[config.mk]
export PLATFORM = sky130hd
export DESIGN_NAME = fpga_i2cmaster_burst_tx_flat
export DESIGN_NICKNAME = d
export VERILOG_FILES = /design/src/rtl/fpga_i2c_pkg.sv /design/src/rtl/fpga_i2cmaster_burst_tx_if.sv /design/src/rtl/fpga_i2c_watchdog.sv /design/src/rtl/fpga_i2cmaster_burst_tx.sv /design/src/flat_wrapper.sv
export SDC_FILE = /design/constraint.sdc
export NUM_CORES = 1
export LEC_CHECK = 0
export CORE_MARGIN = 5
export CORE_UTILIZATION = 30
export CTS_CLUSTER_DIAMETER = 150
export DETAILED_ROUTE_END_ITERATION = 8
export PLACE_DENSITY = 0.79
export SLEW_MARGIN = 10
export SYNTH_ARGS = -nofsm -noshare
export SYNTH_HDL_FRONTEND = slang
export SYNTH_SLANG_ARGS = --single-unit
[constraint.sdc]
create_clock -name CLK -period 2 [get_ports CLK]
set_input_delay 0.2 -clock CLK [delete_from_list [all_inputs] [get_ports CLK]]
set_output_delay 0.2 -clock CLK [all_outputs]
set_load 0.03 [all_outputs]
[src/rtl/fpga_i2c_pkg.sv]
// rtl/fpga_i2c_pkg.sv - sequencer states, RW encoding and byte-mask helper
package fpga_i2c_pkg;

  typedef enum logic [3:0] {
    ST_IDLE,
    ST_FETCH,
    ST_SETTLE,
    ST_ISSUE,
    ST_BLIND,
    ST_WAIT_W,
    ST_WAIT_R,
    ST_NEXT,
    ST_DONE
  } state_t;

  localparam logic RW_WRITE = 1'b1;
  localparam logic RW_READ  = 1'b0;

  // Low n bytes set; anything outside 1..4 saturates to the obvious extreme.
  function automatic logic [31:0] bytes_mask(input int n);
    logic [31:0] m;
    m = '0;
    for (int i = 0; i < 4; i++) begin
      if (i < n) m[8*i +: 8] = 8'hFF;
    end
    return m;
  endfunction

endpackage

[src/rtl/fpga_i2cmaster_burst_tx_if.sv]
// rtl/fpga_i2cmaster_burst_tx_if.sv - command, write/read word and I2C master signals of the burst sequencer
interface fpga_i2cmaster_burst_tx_if #(
  parameter int LEN_W = 4
);
  logic             itf_sel_d3;
  logic             cmd_valid;
  logic             cmd_rw;
  logic [31:0]      cmd_addr;
  logic [LEN_W-1:0] cmd_len;
  logic [31:0]      wr_data;
  logic             wr_valid;
  logic             wr_ready;
  logic [31:0]      rd_data;
  logic             rd_valid;
  logic             busy;
  logic             done;
  logic             err;
  logic             i2c_master_busy;
  logic [31:0]      i2c_rd_data;
  logic             i2c_rd_valid;
  logic [6:0]       i2c_slave_addr;
  logic             i2c_master_rw;
  logic [31:0]      i2c_master_addr;
  logic [31:0]      i2c_master_din;
  logic             i2c_master_valid;
  logic             i2aen;
  logic [1:0]       i2ac;
  logic [1:0]       i2dc;

  modport slave (
    input  itf_sel_d3, cmd_valid, cmd_rw, cmd_addr, cmd_len, wr_data, wr_valid,
           i2c_master_busy, i2c_rd_data, i2c_rd_valid,
    output wr_ready, rd_data, rd_valid, busy, done, err,
           i2c_slave_addr, i2c_master_rw, i2c_master_addr, i2c_master_din,
           i2c_master_valid, i2aen, i2ac, i2dc
  );

  modport master (
    output itf_sel_d3, cmd_valid, cmd_rw, cmd_addr, cmd_len, wr_data, wr_valid,
           i2c_master_busy, i2c_rd_data, i2c_rd_valid,
    input  wr_ready, rd_data, rd_valid, busy, done, err,
           i2c_slave_addr, i2c_master_rw, i2c_master_addr, i2c_master_din,
           i2c_master_valid, i2aen, i2ac, i2dc
  );

endinterface

[src/rtl/fpga_i2c_watchdog.sv]
// rtl/fpga_i2c_watchdog.sv - stall watchdog; counts enabled cycles since the last clear
module fpga_i2c_watchdog #(
  parameter int unsigned LIMIT = 65535
) (
  input  logic clk,
  input  logic rst_n,
  input  logic clr,
  input  logic en,
  output logic expire
);
  logic [31:0] r_count;

  always_ff @(posedge clk or negedge rst_n) begin
    if (!rst_n) begin
      r_count <= '0;
    end else if (clr) begin
      r_count <= '0;
    end else if (en && !expire) begin
      r_count <= r_count + 32'd1;
    end
  end

  assign expire = en && (r_count >= LIMIT);

endmodule

[src/rtl/fpga_i2cmaster_burst_tx.sv]
// rtl/fpga_i2cmaster_burst_tx.sv - I2C burst sequencer: N auto-incrementing register accesses per command
// FPGA_I2C_TIMEOUT_EN builds the stall watchdog and the err output; otherwise err is 0.
module fpga_i2cmaster_burst_tx
  import fpga_i2c_pkg::*;
#(
  parameter logic [6:0]  SLAVE_ADDR     = 7'h2C,
  parameter int          ADDR_BYTES     = 1,
  parameter int          DATA_BYTES     = 1,
  parameter int          LEN_W          = 4,
  parameter int          ADDR_INC       = 1,
  parameter int unsigned TIMEOUT_CYCLES = 65535
) (
  input logic                      CLK,
  input logic                      rst_n,
  fpga_i2cmaster_burst_tx_if.slave bus
);
  localparam logic [31:0]  A_MASK  = bytes_mask(ADDR_BYTES);
  localparam logic [31:0]  D_MASK  = bytes_mask(DATA_BYTES);
  localparam logic [LEN_W:0] CNT_ONE = (LEN_W + 1)'(1);

  state_t         r_state;
  state_t         w_next;
  logic           r_rw;
  logic [31:0]    r_addr;
  logic [31:0]    r_din;
  logic [31:0]    r_rd_data;
  logic           r_rd_valid;
  logic [LEN_W:0] r_count;
  logic           w_accept;
  logic           w_fetch;
  logic           w_capture;
  logic           w_expire;

  assign w_accept  = (r_state == ST_IDLE) && bus.cmd_valid && !bus.itf_sel_d3;
  assign w_fetch   = (r_state == ST_FETCH) && bus.wr_valid;
  assign w_capture = (r_state == ST_WAIT_R) && (w_next == ST_NEXT);

  always_ff @(posedge CLK or negedge rst_n) begin
    if (!rst_n) r_state <= ST_IDLE;
    else        r_state <= w_next;
  end

  always_comb begin
    w_next = r_state;
    case (r_state)
      ST_IDLE:   if (w_accept) w_next = (bus.cmd_rw == RW_WRITE) ? ST_FETCH : ST_SETTLE;
      ST_FETCH:  if (bus.wr_valid) w_next = ST_SETTLE;
      ST_SETTLE: if (!bus.i2c_master_busy) w_next = ST_ISSUE;
      ST_ISSUE:  w_next = ST_BLIND;
      // The master raises busy a cycle late, so it is not trusted right after the strobe.
      ST_BLIND:  w_next = (r_rw == RW_WRITE) ? ST_WAIT_W : ST_WAIT_R;
      ST_WAIT_W: if (!bus.i2c_master_busy) w_next = ST_NEXT;
      ST_WAIT_R: if (bus.i2c_rd_valid) w_next = ST_NEXT;
      ST_NEXT: begin
        if (r_count == CNT_ONE) w_next = ST_DONE;
        else                    w_next = (r_rw == RW_WRITE) ? ST_FETCH : ST_SETTLE;
      end
      ST_DONE:   w_next = ST_IDLE;
      default:   w_next = ST_IDLE;
    endcase
    if (w_expire) w_next = ST_DONE;
  end

  always_ff @(posedge CLK or negedge rst_n) begin
    if (!rst_n) begin
      r_rw       <= RW_READ;
      r_addr     <= '0;
      r_din      <= '0;
      r_rd_data  <= '0;
      r_rd_valid <= 1'b0;
      r_count    <= '0;
    end else begin
      r_rd_valid <= 1'b0;
      if (w_accept) begin
        r_rw    <= bus.cmd_rw;
        r_addr  <= bus.cmd_addr & A_MASK;
        r_count <= {1'b0, bus.cmd_len} + CNT_ONE;
      end
      if (w_fetch) r_din <= bus.wr_data & D_MASK;
      if (w_capture) begin
        r_rd_data  <= bus.i2c_rd_data & D_MASK;
        r_rd_valid <= 1'b1;
      end
      if (r_state == ST_NEXT) begin
        r_addr  <= (r_addr + 32'(ADDR_INC)) & A_MASK;
        r_count <= r_count - CNT_ONE;
      end
    end
  end

`ifdef FPGA_I2C_TIMEOUT_EN
  logic w_wd_en;
  logic w_wd_clr;
  logic r_err;

  assign w_wd_en  = (r_state == ST_FETCH) || (r_state == ST_SETTLE) ||
                    (r_state == ST_WAIT_W) || (r_state == ST_WAIT_R);
  assign w_wd_clr = (w_next != r_state);

  fpga_i2c_watchdog #(
    .LIMIT (TIMEOUT_CYCLES)
  ) u_watchdog (
    .clk    (CLK),
    .rst_n  (rst_n),
    .clr    (w_wd_clr),
    .en     (w_wd_en),
    .expire (w_expire)
  );

  // err survives the done pulse so software can read it after the burst.
  always_ff @(posedge CLK or negedge rst_n) begin
    if (!rst_n)        r_err <= 1'b0;
    else if (w_accept) r_err <= 1'b0;
    else if (w_expire) r_err <= 1'b1;
  end

  assign bus.err = r_err;
`else
  localparam int unsigned unused_timeout = TIMEOUT_CYCLES;

  assign w_expire = 1'b0;
  assign bus.err  = 1'b0;
`endif

  assign bus.wr_ready         = (r_state == ST_FETCH);
  assign bus.busy             = (r_state != ST_IDLE);
  assign bus.done             = (r_state == ST_DONE);
  assign bus.rd_data          = r_rd_data;
  assign bus.rd_valid         = r_rd_valid;
  assign bus.i2c_slave_addr   = SLAVE_ADDR;
  assign bus.i2c_master_rw    = r_rw;
  assign bus.i2c_master_addr  = r_addr;
  assign bus.i2c_master_din   = r_din;
  assign bus.i2c_master_valid = (r_state == ST_ISSUE);
  assign bus.i2aen            = 1'b1;
  assign bus.i2ac             = 2'(ADDR_BYTES - 1);
  assign bus.i2dc             = 2'(DATA_BYTES - 1);

endmodule

[src/flat_wrapper.sv]
// flat-port wrapper written by rule: the top's interface ports become plain ports
module fpga_i2cmaster_burst_tx_flat import fpga_i2c_pkg::*;
#(
  parameter logic [6:0]  SLAVE_ADDR     = 7'h2C,
  parameter int          ADDR_BYTES     = 1,
  parameter int          DATA_BYTES     = 1,
  parameter int          LEN_W          = 4,
  parameter int          ADDR_INC       = 1,
  parameter int unsigned TIMEOUT_CYCLES = 65535
)
  (CLK, rst_n, bus_itf_sel_d3, bus_cmd_valid, bus_cmd_rw, bus_cmd_addr, bus_cmd_len, bus_wr_data, bus_wr_valid, bus_i2c_master_busy, bus_i2c_rd_data, bus_i2c_rd_valid, bus_wr_ready, bus_rd_data, bus_rd_valid, bus_busy, bus_done, bus_err, bus_i2c_slave_addr, bus_i2c_master_rw, bus_i2c_master_addr, bus_i2c_master_din, bus_i2c_master_valid, bus_i2aen, bus_i2ac, bus_i2dc);
  fpga_i2cmaster_burst_tx_if #(.LEN_W(LEN_W)) bus_i ();
  input logic CLK;
  input logic rst_n;
  input wire logic [$bits(bus_i.itf_sel_d3)-1:0] bus_itf_sel_d3;
  input wire logic [$bits(bus_i.cmd_valid)-1:0] bus_cmd_valid;
  input wire logic [$bits(bus_i.cmd_rw)-1:0] bus_cmd_rw;
  input wire logic [$bits(bus_i.cmd_addr)-1:0] bus_cmd_addr;
  input wire logic [$bits(bus_i.cmd_len)-1:0] bus_cmd_len;
  input wire logic [$bits(bus_i.wr_data)-1:0] bus_wr_data;
  input wire logic [$bits(bus_i.wr_valid)-1:0] bus_wr_valid;
  input wire logic [$bits(bus_i.i2c_master_busy)-1:0] bus_i2c_master_busy;
  input wire logic [$bits(bus_i.i2c_rd_data)-1:0] bus_i2c_rd_data;
  input wire logic [$bits(bus_i.i2c_rd_valid)-1:0] bus_i2c_rd_valid;
  output wire logic [$bits(bus_i.wr_ready)-1:0] bus_wr_ready;
  output wire logic [$bits(bus_i.rd_data)-1:0] bus_rd_data;
  output wire logic [$bits(bus_i.rd_valid)-1:0] bus_rd_valid;
  output wire logic [$bits(bus_i.busy)-1:0] bus_busy;
  output wire logic [$bits(bus_i.done)-1:0] bus_done;
  output wire logic [$bits(bus_i.err)-1:0] bus_err;
  output wire logic [$bits(bus_i.i2c_slave_addr)-1:0] bus_i2c_slave_addr;
  output wire logic [$bits(bus_i.i2c_master_rw)-1:0] bus_i2c_master_rw;
  output wire logic [$bits(bus_i.i2c_master_addr)-1:0] bus_i2c_master_addr;
  output wire logic [$bits(bus_i.i2c_master_din)-1:0] bus_i2c_master_din;
  output wire logic [$bits(bus_i.i2c_master_valid)-1:0] bus_i2c_master_valid;
  output wire logic [$bits(bus_i.i2aen)-1:0] bus_i2aen;
  output wire logic [$bits(bus_i.i2ac)-1:0] bus_i2ac;
  output wire logic [$bits(bus_i.i2dc)-1:0] bus_i2dc;
  assign bus_i.itf_sel_d3 = bus_itf_sel_d3;
  assign bus_i.cmd_valid = bus_cmd_valid;
  assign bus_i.cmd_rw = bus_cmd_rw;
  assign bus_i.cmd_addr = bus_cmd_addr;
  assign bus_i.cmd_len = bus_cmd_len;
  assign bus_i.wr_data = bus_wr_data;
  assign bus_i.wr_valid = bus_wr_valid;
  assign bus_i.i2c_master_busy = bus_i2c_master_busy;
  assign bus_i.i2c_rd_data = bus_i2c_rd_data;
  assign bus_i.i2c_rd_valid = bus_i2c_rd_valid;
  assign bus_wr_ready = bus_i.wr_ready;
  assign bus_rd_data = bus_i.rd_data;
  assign bus_rd_valid = bus_i.rd_valid;
  assign bus_busy = bus_i.busy;
  assign bus_done = bus_i.done;
  assign bus_err = bus_i.err;
  assign bus_i2c_slave_addr = bus_i.i2c_slave_addr;
  assign bus_i2c_master_rw = bus_i.i2c_master_rw;
  assign bus_i2c_master_addr = bus_i.i2c_master_addr;
  assign bus_i2c_master_din = bus_i.i2c_master_din;
  assign bus_i2c_master_valid = bus_i.i2c_master_valid;
  assign bus_i2aen = bus_i.i2aen;
  assign bus_i2ac = bus_i.i2ac;
  assign bus_i2dc = bus_i.i2dc;
  fpga_i2cmaster_burst_tx #(.SLAVE_ADDR(SLAVE_ADDR), .ADDR_BYTES(ADDR_BYTES), .DATA_BYTES(DATA_BYTES), .LEN_W(LEN_W), .ADDR_INC(ADDR_INC), .TIMEOUT_CYCLES(TIMEOUT_CYCLES)) u_core (.CLK(CLK), .rst_n(rst_n), .bus(bus_i));
endmodule
==> reports/metrics.yaml <==
outcome: "finished clean"
ff2ff_setup_slack_ns: 0.08
reg2reg_depth: 6
layout.area.seq_sq_um: 877
maxSlewHeadroom_pct: 45.7
post-route-util_pct: 38.3
cts_setup_buffers: 0
layout-drive-gt1-share_pct: 12.9
synthAdderAreaFrac_pct: 2.08
cp.arrival_ns: 2.09
drt-wirelength-per-cell_um: 12.6
fmax_mhz: 520
synth_compound_area_share_pct: 9.62
rsz0062_at_grt: "no"
drc: 0
ys_ff_latch: 35
muxShareOfSynthArea_pct: 8.32
setup_tns_ns: 0
layout_common_cells: "conb_1 (85), clkdlybuf4s50_1 (60), dfrtp_1 (34)"
syn_area_sq_um: 2410
dpl_worst_slack_ns: 0.0416
fin_crit_sh_pct: 96.1
ys_types: 48
cp_slowest_stage_delay_ns: 0.61
overflow: 0
num-fill-cells: 780
dieArea_sq_um: 9920
peakVddDrop_uv: 464
io_pins: 223
endpoint: "u_core.r_state[1]"
cts_sinks: 35
syn_to_final_growth_pct: 23.6
grt_use_total_pct: 10.3
layout.nets: 436
insertion_delay_ns: 0.29
cts_buffer_depth: 2
p_per_area_nw_per_um2: 1440
r2r_end: "u_core.r_state[1]"
hold_viol: 0
cts_tree: "built"
hold_class: "input port to asynchronous set/reset pin"
setup_slack_ns: 0.0786
grt_max_degree: 36
die_h_um: 99.6
cp-startpoint: "u_core.r_count[1]"
dp_hpwl_um: 4300
die_x_um: 99.6
synth_ff_type: "dfrtp_1"
setup_viol: 0
synth_cells: 253
antenna_found_initial: 0
synth_xor_area_share_pct: 1.09
final_common_cell: "conb_1"
crit_type: "flop to flop"
synth_top_family_by_area: "buffers and inverters"
period_needed_ns: 1.92
hold_buffers: 0
synth_area_per_cell_sq_um: 9.52
start_util_pct: 31.0
clk_root_buffer_cell: "clkbuf_8"
cp_slowest_cell: "or4b_2"
reg2reg_from: "u_core.r_count[1]"
multi_input_area_sq_um: 1150
synth_edf_count: 0
p_leak_nw: 1.36
drv_slew: 0
grt_pass1_wl_um: 8060
vias_per_cell: 4.09
worstPathCellList: "inv_1 -> ha_1 -> or4b_2 -> a21oi_1 -> nor3_1 -> or3_1"
fin_skew_ns: 0.00293
crit_fanout: 2
place_congestion: 0.828
cp-start-kind: "flop"
numCtsBuffers: 5
synth_sequential_area_ratio_pct: 36.4
synthSimpleGateAreaFrac_pct: 13.1
worst_pin_slew_ns: 0.814
drt_pass1_iterations: 4
portBuffers: 65
wirelength_um: 5380
cts.htree.levels: 2
async_flop_share_pct: 100
grt_pass1_vias: 1619
drt_iter0_markers: 46
rows: 32
end_kind: "flop"
drv_cap: 0
vias: 1748
clk_pin_slew_ns: 0.07
drtAntennaViolNets: 0
yosys_warnings: 0
diodes: 0
core_area_sq_um: 7770
hold_slack_ns: 0.000460
critical_path_required_ns: 2.17
## cell type report
class	count	area share [%]
well taps	102	4.29
clock buffers	8	3.36
multi-input cells	204	38.6
flip-flops and latches	35	29.5
inverters	3	0.378
repair buffers	75	23.9
## sequential cells by signal (all words and copies together) (netlist names)
signal,flops
u_core.bus.i2c_master_addr,8
u_core.bus.i2c_master_din,8
u_core.bus.i2c_master_rw,1
u_core.bus.rd_data,8
u_core.bus.rd_valid,1
u_core.r_count,5
u_core.r_state,4
## cell usage after synthesis, types with 2 or more instances
library cell | count | area, sq um
buf_4 | 85 | 638
a311oi_1 | 2 | 17.5
nor2b_1 | 4 | 25.0
nand3_1 | 4 | 20.0
mux2i_1 | 2 | 20.0
a31oi_1 | 2 | 12.5
buf_6 | 2 | 22.5
inv_1 | 3 | 11.3
clkbuf_1 | 5 | 18.8
nor3_1 | 4 | 20.0
buf_2 | 2 | 10.0
a211oi_1 | 3 | 22.5
o32ai_1 | 2 | 17.5
conb_1 | 2 | 7.51
dfrtp_1 | 35 | 876
a21oi_1 | 12 | 60.1
nor2_1 | 17 | 63.8
xor2_1 | 2 | 17.5
mux2_2 | 16 | 180
o21ai_0 | 5 | 25.0
nand2_1 | 10 | 37.5
ha_1 | 4 | 50.1
nand2b_1 | 5 | 31.3
## critical path, delay by kind of cell (launching register included)
family	cells	cell delay, ns
AOI/OAI and AO/OA	1	0.20
adders and majority gates	1	0.13
buffers and inverters	1	0.08
DFF	1	0.38
and+or+nand+nor	3	1.00
## metal layers
layer	vias up	track usage (%)	share of wire [%]
met2	72	18.3	52
met5	-	0	0
li1	829	-	-
met4	0	4.73	1.8
met1	841	11.5	38
met3	6	2.45	7.6
## kinds of logic (layout without fill, tap and decap cells)
kind of cell    Yosys count  in the layout
other cells               2             85
flops                    35             35
compound gates           35             35
fa+ha+maj                 4              4
simple gates             59             59
xor+xnor                  3              3
buf+inv                  97             86
mux                      18             18
## report_power, final
group | internal, W | total [W] | switching, W
combinational | 0.00100 | 0.00238 | 0.00138
clock | 0.000315 | 0.000580 | 0.000265
sequential | 0.00104 | 0.00133 | 0.000288
## worst min path at each step
stage                from  cells after the start                            end
floorplan           rst_n                      0  u_core.bus.i2c_master_addr[0]
finish              rst_n                      1  u_core.bus.i2c_master_addr[7]
detailed placement  rst_n                      1  u_core.bus.i2c_master_addr[0]
global placement    rst_n                      1  u_core.bus.i2c_master_addr[1]
CTS                 rst_n                      1   u_core.bus.i2c_master_din[6]
global route        rst_n                      1  u_core.bus.i2c_master_addr[1]
## what timing repair did
item                       in CTS  in global routing
setup endpoints to repair       4                  3
resized for setup               4                  4
cloned                          0                  0
## per-stage QoR
| step | power (W) | area [sq um] | instances |
|---|---|---|---|
| after floorplan | 0.00297 | 2720 | 336 |
| after global placement | 0.00369 | 2880 | 419 |
| after detailed placement | 0.00375 | 2880 | 419 |
| after CTS | 0.00434 | 2980 | 427 |
| after global routing | 0.00457 | 2980 | 427 |
| final | 0.00429 | 2980 | 427 |
No activity file was read; power rests on OpenSTA's default activity.
